--- src/rtl/acumulador_pkg.sv ---
// Shared definitions for the checkout accumulator: FSM encoding, tax constants
// and the fim_compra-to-receipt latency helper.
package acumulador_pkg;

  typedef enum logic [2:0] {
    ST_IDLE    = 3'd0,
    ST_ACCUM   = 3'd1,
    ST_MULT    = 3'd2,
    ST_DIV     = 3'd3,
    ST_RECEIPT = 3'd4
  } state_t;

  localparam int unsigned TAX_DIVISOR  = 32'd100;
  localparam int unsigned TAX_MAX      = 32'd100;
  localparam int unsigned MULT_EXTRA_W = 32'd8;

  // Counts the MULT cycle, the N division steps and the RECEIPT entry cycle.
  function automatic int unsigned TAX_LATENCY(input int unsigned price_w);
    return price_w + MULT_EXTRA_W + 32'd2;
  endfunction

endpackage

--- src/rtl/divisor_seq.sv ---
// Restoring divider by the fixed TAX_DIVISOR; one quotient bit per cycle, N cycles.
// done is raised during the last step and quotient carries that step's result.
module divisor_seq
  import acumulador_pkg::*;
#(
  parameter int N = 24
) (
  input  logic         clk,
  input  logic         rst,
  input  logic         start,
  input  logic [N-1:0] dividend,
  output logic         busy,
  output logic         done,
  output logic [N-1:0] quotient
);

  localparam int REM_W = $clog2(TAX_DIVISOR) + 1;
  localparam int CNT_W = $clog2(N + 1);

  logic [N-1:0]     q_q, q_d;
  logic [REM_W-1:0] rem_q, rem_d, trial_s;
  logic [CNT_W-1:0] cnt_q, cnt_d;
  logic             busy_q, busy_d;
  logic             last_s;

  assign last_s = busy_q && (cnt_q == CNT_W'(N - 1));

  // q_q starts as the dividend and shifts left, collecting quotient bits at the bottom.
  always_comb begin
    trial_s = {rem_q[REM_W-2:0], q_q[N-1]};
    rem_d   = rem_q;
    q_d     = q_q;
    cnt_d   = cnt_q;
    busy_d  = busy_q;
    if (busy_q) begin
      if (trial_s >= REM_W'(TAX_DIVISOR)) begin
        rem_d = trial_s - REM_W'(TAX_DIVISOR);
        q_d   = {q_q[N-2:0], 1'b1};
      end else begin
        rem_d = trial_s;
        q_d   = {q_q[N-2:0], 1'b0};
      end
      if (last_s) begin
        busy_d = 1'b0;
        cnt_d  = '0;
      end else begin
        cnt_d = cnt_q + CNT_W'(1);
      end
    end else if (start) begin
      q_d    = dividend;
      rem_d  = '0;
      cnt_d  = '0;
      busy_d = 1'b1;
    end else begin
      busy_d = 1'b0;
    end
  end

  always_ff @(posedge clk or posedge rst) begin
    if (rst) begin
      q_q    <= '0;
      rem_q  <= '0;
      cnt_q  <= '0;
      busy_q <= 1'b0;
    end else begin
      q_q    <= q_d;
      rem_q  <= rem_d;
      cnt_q  <= cnt_d;
      busy_q <= busy_d;
    end
  end

  assign busy     = busy_q;
  assign done     = last_s;
  assign quotient = q_d;

endmodule

--- src/rtl/acumulador_compra.sv ---
// Checkout accumulator: saturating price/weight totals with void support, item
// count, optional percentage tax through a sequential divider, receipt hold until ack.
module acumulador_compra
  import acumulador_pkg::*;
#(
  parameter int PRICE_W  = 16,
  parameter int WEIGHT_W = 16,
  parameter int COUNT_W  = 8,
  parameter int TAX_W    = 7
) (
  input  logic                clk,
  input  logic                rst,
  input  logic                item_valid,
  output logic                item_ready,
  input  logic                item_void,
  input  logic [PRICE_W-1:0]  preco_produto,
  input  logic [WEIGHT_W-1:0] peso_produto,
  input  logic                fim_compra,
  input  logic                taxa,
  input  logic [TAX_W-1:0]    taxa_pct,
  input  logic                talao_ack,
  output logic [PRICE_W-1:0]  soma_final,
  output logic [WEIGHT_W-1:0] soma_peso,
  output logic [COUNT_W-1:0]  num_itens,
  output logic                emissao_talao,
  output logic [TAX_W-1:0]    valor_taxa,
  output logic                overflow,
  output logic                erro_void
);

  localparam int N = PRICE_W + MULT_EXTRA_W;

  state_t              state_q, state_d;
  logic [PRICE_W-1:0]  soma_final_q, soma_final_d;
  logic [WEIGHT_W-1:0] soma_peso_q, soma_peso_d;
  logic [COUNT_W-1:0]  num_itens_q, num_itens_d;
  logic [TAX_W-1:0]    valor_taxa_q, valor_taxa_d;
  logic                overflow_q, overflow_d;
  logic                erro_void_q, erro_void_d;

  logic [PRICE_W:0]          price_sum_s;
  logic [WEIGHT_W:0]         weight_sum_s;
  logic [MULT_EXTRA_W-1:0]   factor_s;
  logic [N-1:0]              product_s, quotient_s;
  logic [TAX_W-1:0]          taxa_sat_s;
  logic                      void_ok_s, div_start_s, div_busy_s, div_done_s;

  assign price_sum_s  = {1'b0, soma_final_q} + {1'b0, preco_produto};
  assign weight_sum_s = {1'b0, soma_peso_q} + {1'b0, peso_produto};
  assign void_ok_s    = (num_itens_q != '0) && (preco_produto <= soma_final_q)
                        && (peso_produto <= soma_peso_q);
  assign taxa_sat_s   = (taxa_pct > TAX_W'(TAX_MAX)) ? TAX_W'(TAX_MAX) : taxa_pct;
  assign factor_s     = MULT_EXTRA_W'(TAX_DIVISOR) + MULT_EXTRA_W'(valor_taxa_q);
  assign product_s    = N'(soma_final_q) * N'(factor_s);

  divisor_seq #(.N(N)) u_div (
    .clk      (clk),
    .rst      (rst),
    .start    (div_start_s),
    .dividend (product_s),
    .busy     (div_busy_s),
    .done     (div_done_s),
    .quotient (quotient_s)
  );

  // Next-state logic; a same-cycle item is folded in before fim_compra is acted on.
  always_comb begin
    state_d      = state_q;
    soma_final_d = soma_final_q;
    soma_peso_d  = soma_peso_q;
    num_itens_d  = num_itens_q;
    valor_taxa_d = valor_taxa_q;
    overflow_d   = overflow_q;
    erro_void_d  = 1'b0;
    div_start_s  = 1'b0;
    case (state_q)
      ST_IDLE, ST_ACCUM: begin
        if (item_valid && item_void) begin
          if (void_ok_s) begin
            soma_final_d = soma_final_q - preco_produto;
            soma_peso_d  = soma_peso_q - peso_produto;
            num_itens_d  = num_itens_q - COUNT_W'(1);
          end else begin
            erro_void_d = 1'b1;
          end
        end else if (item_valid) begin
          soma_final_d = price_sum_s[PRICE_W] ? {PRICE_W{1'b1}} : price_sum_s[PRICE_W-1:0];
          soma_peso_d  = weight_sum_s[WEIGHT_W] ? {WEIGHT_W{1'b1}} : weight_sum_s[WEIGHT_W-1:0];
          overflow_d   = overflow_q | price_sum_s[PRICE_W] | weight_sum_s[WEIGHT_W];
          if (num_itens_q != {COUNT_W{1'b1}}) begin
            num_itens_d = num_itens_q + COUNT_W'(1);
          end else begin
            num_itens_d = num_itens_q;
          end
          state_d = ST_ACCUM;
        end else begin
          state_d = state_q;
        end
        if (fim_compra && (state_q == ST_ACCUM)) begin
          if (taxa) begin
            valor_taxa_d = taxa_sat_s;
            state_d      = ST_MULT;
          end else begin
            valor_taxa_d = '0;
            state_d      = ST_RECEIPT;
          end
        end else begin
          valor_taxa_d = valor_taxa_q;
        end
      end
      ST_MULT: begin
        div_start_s = !div_busy_s;
        state_d     = ST_DIV;
      end
      ST_DIV: begin
        if (div_done_s) begin
          if (|quotient_s[N-1:PRICE_W]) begin
            soma_final_d = {PRICE_W{1'b1}};
            overflow_d   = 1'b1;
          end else begin
            soma_final_d = quotient_s[PRICE_W-1:0];
          end
          state_d = ST_RECEIPT;
        end else begin
          state_d = ST_DIV;
        end
      end
      ST_RECEIPT: begin
        if (talao_ack) begin
          soma_final_d = '0;
          soma_peso_d  = '0;
          num_itens_d  = '0;
          valor_taxa_d = '0;
          overflow_d   = 1'b0;
          state_d      = ST_IDLE;
        end else begin
          state_d = ST_RECEIPT;
        end
      end
      default: begin
        state_d = ST_IDLE;
      end
    endcase
  end

  always_ff @(posedge clk or posedge rst) begin
    if (rst) begin
      state_q      <= ST_IDLE;
      soma_final_q <= '0;
      soma_peso_q  <= '0;
      num_itens_q  <= '0;
      valor_taxa_q <= '0;
      overflow_q   <= 1'b0;
      erro_void_q  <= 1'b0;
    end else begin
      state_q      <= state_d;
      soma_final_q <= soma_final_d;
      soma_peso_q  <= soma_peso_d;
      num_itens_q  <= num_itens_d;
      valor_taxa_q <= valor_taxa_d;
      overflow_q   <= overflow_d;
      erro_void_q  <= erro_void_d;
    end
  end

  assign item_ready    = (state_q == ST_IDLE) || (state_q == ST_ACCUM);
  assign emissao_talao = (state_q == ST_RECEIPT);
  assign soma_final    = soma_final_q;
  assign soma_peso     = soma_peso_q;
  assign num_itens     = num_itens_q;
  assign valor_taxa    = valor_taxa_q;
  assign overflow      = overflow_q;
  assign erro_void     = erro_void_q;

endmodule

--- config.mk ---
export PLATFORM = sky130hd
export DESIGN_NAME = acumulador_compra
export DESIGN_NICKNAME = d
export VERILOG_FILES = /design/src/rtl/acumulador_pkg.sv /design/src/rtl/divisor_seq.sv /design/src/rtl/acumulador_compra.sv
export SDC_FILE = /design/constraint.sdc
export NUM_CORES = 1
export LEC_CHECK = 0
export BUFFER_PORTS_ARGS = -buffer_cell sky130_fd_sc_hd__buf_4
export CAP_MARGIN = 20
export CORE_MARGIN = 4
export CORE_UTILIZATION = 35
export CTS_CLUSTER_SIZE = 12
export DETAILED_ROUTE_END_ITERATION = 12
export GPL_ROUTABILITY_DRIVEN = 0
export PLACE_DENSITY = 0.63
export SETUP_SLACK_MARGIN = 0.4
export SYNTH_ARGS = -nofsm -noshare
export SYNTH_HDL_FRONTEND = slang
export SYNTH_SLANG_ARGS = --single-unit
--- constraint.sdc ---
create_clock -name clk -period 12.1 [get_ports clk]
set_input_delay 2.42 -clock clk [delete_from_list [all_inputs] [get_ports clk]]
set_output_delay 2.42 -clock clk [all_outputs]
set_load 0.1 [all_outputs]
==> impl_metrics.py <==
metrics = {
    "critical_path": {
        "crit_family": "adder cells",
        "path_max_fanout": 20,
        "cp_slowest_cell": "dfrtp_1",
        "crit_start": "valor_taxa[2]$_DFFE_PP0P_",
        "r2r_start": "valor_taxa[2]$_DFFE_PP0P_",
        "endpoint_kind": "flip-flop",
        "worstPathArrival_ns": 7.59,
        "cp.required_ns": 12.34,
        "r2r_end": "soma_final[13]$_DFFE_PP0P_",
        "crit_path_frequent_cell": "fa_1",
        "worst-setup-path-type": "reg2reg",
        "critPathBufInv": 4,
        "reg2reg_slack_ns": 4.74,
        "reg2reg_depth": 23,
        "worst_setup_path_start_kind": "flip-flop",
        "cpPeakStageDelay_ns": 0.83,
        "crit_chain": "ha_1 -> a21oi_1 -> xnor2_1 -> buf_4 -> nand2b_1 -> fa_1 -> fa_1 -> inv_1 -> fa_1 -> inv_1 -> fa_1 -> inv_1 -> ha_1 -> a21o_1 -> a211o_1 -> o21ai_2 -> o31ai_2 -> o311a_1 -> a211oi_2 -> o2111ai_1 -> or4_1 -> o31a_1 -> a211o_1",
    },
    "cts": {
        "cts_buffers": 9,
        "cts-htree-levels": 3,
        "clock_latency_ns": 0.35,
        "cts_tree": "yes",
        "clock_sinks": 89,
        "postCtsHoldBufs": 0,
        "post_cts_resized": 0,
        "clk_pin_slew_ns": 0.07,
        "cts_root_buf": "clkbuf_16",
        "cts_setup_buffers": 0,
        "clock_path_buffers": 2,
    },
    "sta": {
        "tightest_slew_ns": 0.929,
        "setup_viol": 0,
        "slew_viol_final": 0,
        "finalCritPeriodShare": 0.608,
        "fin_ws_ns": 4.74,
        "hold_ws_ns": 0.482,
        "period_minus_slack_ns": 7.36,
        "fmax_ghz": 0.136,
        "rsz0062_at_grt": "false",
        "slew-limit-headroom": 0.374,
        "hold_violations": 0,
        "fin_skew_ns": 0.0119,
        "tns_ns": 0,
    },
    "final_layout": {
        "drive_above_1_share": 0.111,
        "ff_latch_area_mm2": 0.00223,
        "n_antenna_cell": 0,
        "area_growth_pct": 12.6,
        "final_cell_mix": "inv_1, nand2_1, ha_1",
        "post_layout_nonfiller_instances": 1959,
        "final_nets": 1759,
        "layout_commonest_cell": "inv_1",
        "multiInputGateArea_mm2": 0.00866,
        "n_fill_cell": 3379,
    },
    "yosys": {
        "synth_seq_area_share": 0.188,
        "synth_nets": 1700,
        "synth_area_leaders": "dfrtp_1, fa_1, ha_1, inv_1, o21ai_0",
        "synth-main-ff-cell": "dfrtp_1",
        "synth_top_area_frac": 0.188,
        "mappedNetlistArea_mm2": 0.0118,
        "synth_area_per_cell_um2": 8.18,
        "synth_edf_count": 0,
        "yosysUniqueCellTypes": 65,
        "yosysTopAreaCell": "dfrtp_1",
        "synth_warnings": 0,
        "syn_inst": 1447,
        "async_flop_share": 1.00,
        "ys_seq_elements": 89,
    },
    "hold_path": {
        "hp-class": "reg2reg",
        "holdPathStages": 1,
        "hold_start": "u_div.cnt_q[4]$_DFFE_PP0P_",
        "hold_path_end": "u_div.cnt_q[4]$_DFFE_PP0P_",
    },
    "run": {
        "maxCapViolCount": 0,
    },
    "placement": {
        "dp_hpwl_um": 25900,
        "dp_cells": 1941,
        "dp_slack_ns": 4.83,
        "port_buffers": 96,
    },
    "global_routing": {
        "grt_max_degree": 70,
        "grt.overflow.total": 0,
        "antenna_found_initial": 0,
        "track_usage": 0.182,
        "grt_pass1_wl_um": 54900,
        "grt_pass1_vias": 10511,
    },
    "routing": {
        "ant_nets": 0,
        "totalWireLength_um": 33100,
        "drt_pass1_iterations": 5,
        "vias": 10438,
        "first_iter_violations": 636,
        "via_per_inst": 5.33,
        "drc": 0,
        "wire_per_inst_um": 16.9,
    },
    "floorplanning": {
        "die_area_mm2": 0.0368,
        "core_area_mm2": 0.0334,
        "dieHeight_um": 192,
        "die_x_um": 192,
        "initial_core_util": 0.354,
        "rows": 67,
        "io_pins": 97,
    },
    "outcome": {
        "status": "completed",
    },
}
[per-stage QoR]
stage          cell area, um^2   util
6_report                 13300  0.399
5_1_grt                  13300  0.399
4_1_cts                  13300  0.398
3_5_place_dp             13000  0.388
3_3_place_gp             13000  0.388
2_1_floorplan            11800      -
[registers in the layout, summed over array words and instances, names as in the netlist]
register and flops:
soma_final 16, overflow 1, u_div.busy 1, soma_peso 16
u_div.q_q 24, valor_taxa 7, u_div.rem_q 7, u_div.cnt_q 5
erro_void 1, state_q 3, num_itens 8
[metal layers]
layer	GRT usage	part of all wire	vias up	routed length [um]
li1	-	-	5104	-
met1	0.246	0.46	5114	15200
met2	0.315	0.49	197	16100
met3	0.0244	0.044	23	1460
met4	0.0304	0.011	0	348
met5	0	0	-	0
[worst max-delay path by stage]
| stage | end | cells after the start |
|---|---|---|
| 2_1_floorplan | soma_final[13]$_DFFE_PP0P_ | 24 |
| 3_3_place_gp | soma_final[13]$_DFFE_PP0P_ | 23 |
| 3_5_place_dp | soma_final[13]$_DFFE_PP0P_ | 23 |
| 4_1_cts | soma_final[13]$_DFFE_PP0P_ | 23 |
| 5_1_grt | soma_final[1]$_DFFE_PP0P_ | 23 |
| 6_report | soma_final[13]$_DFFE_PP0P_ | 23 |
[worst register-to-register path, stage by stage (launching register included)]
cell and delay, ns:
dfrtp_1 0.83, ha_1 0.30, a21oi_1 0.09, xnor2_1 0.13, buf_4 0.20, nand2b_1 0.17
fa_1 0.50, fa_1 0.55, inv_1 0.06, fa_1 0.57, inv_1 0.08, fa_1 0.54
inv_1 0.04, ha_1 0.24, a21o_1 0.21, a211o_1 0.28, o21ai_2 0.27, o31ai_2 0.13
o311a_1 0.31, a211oi_2 0.18, o2111ai_1 0.14, or4_1 0.80, o31a_1 0.39, a211o_1 0.26
[logic make-up (layout without fill, tap and decap cells)]
logic type,Yosys count,after routing,share of synthesized area
AOI/OAI and AO/OA,387,387,0.220
xor gates and xnor gates,32,32,0.0237
adders and majority gates,207,207,0.275
buffers and inverters,252,316,0.0803
DFF,89,89,0.188
muxes,17,17,0.0154
and+or+nand+nor,463,463,0.197
[synth_stat cells (all sizes together), types with 9 or more instances]
cell and count:
a21oi 81, fa 89, nand4 12, nor2 90, xor2 12, o21a 14, clkbuf 56, buf 9
nor3 26, o31ai 24, or2 14, nand2 124, nor4 11, nand2b 25, nand3 18, xnor2 20
and2 76, o221ai 16, a22o 23, dfrtp 89, mux2 10, o21ai 99, o21bai 11, o211ai 9
a21o 20, a221oi 12, nor2b 38, inv 187, a31oi 16, ha 118
[layout make-up]
class                           count  share of cell area
Multi-Input combinational cell   1106               0.650
Clock buffer                       13              0.0210
Tap cell                          448              0.0420
Timing Repair Buffer              113              0.0636
Inverter                          187              0.0528
Sequential cell                    89               0.167
Clock inverter                      3             0.00347
Power is left out: the tool's default activity adds up to more than one toggle a clock period on the data nets, which glitch-free logic cannot reach.
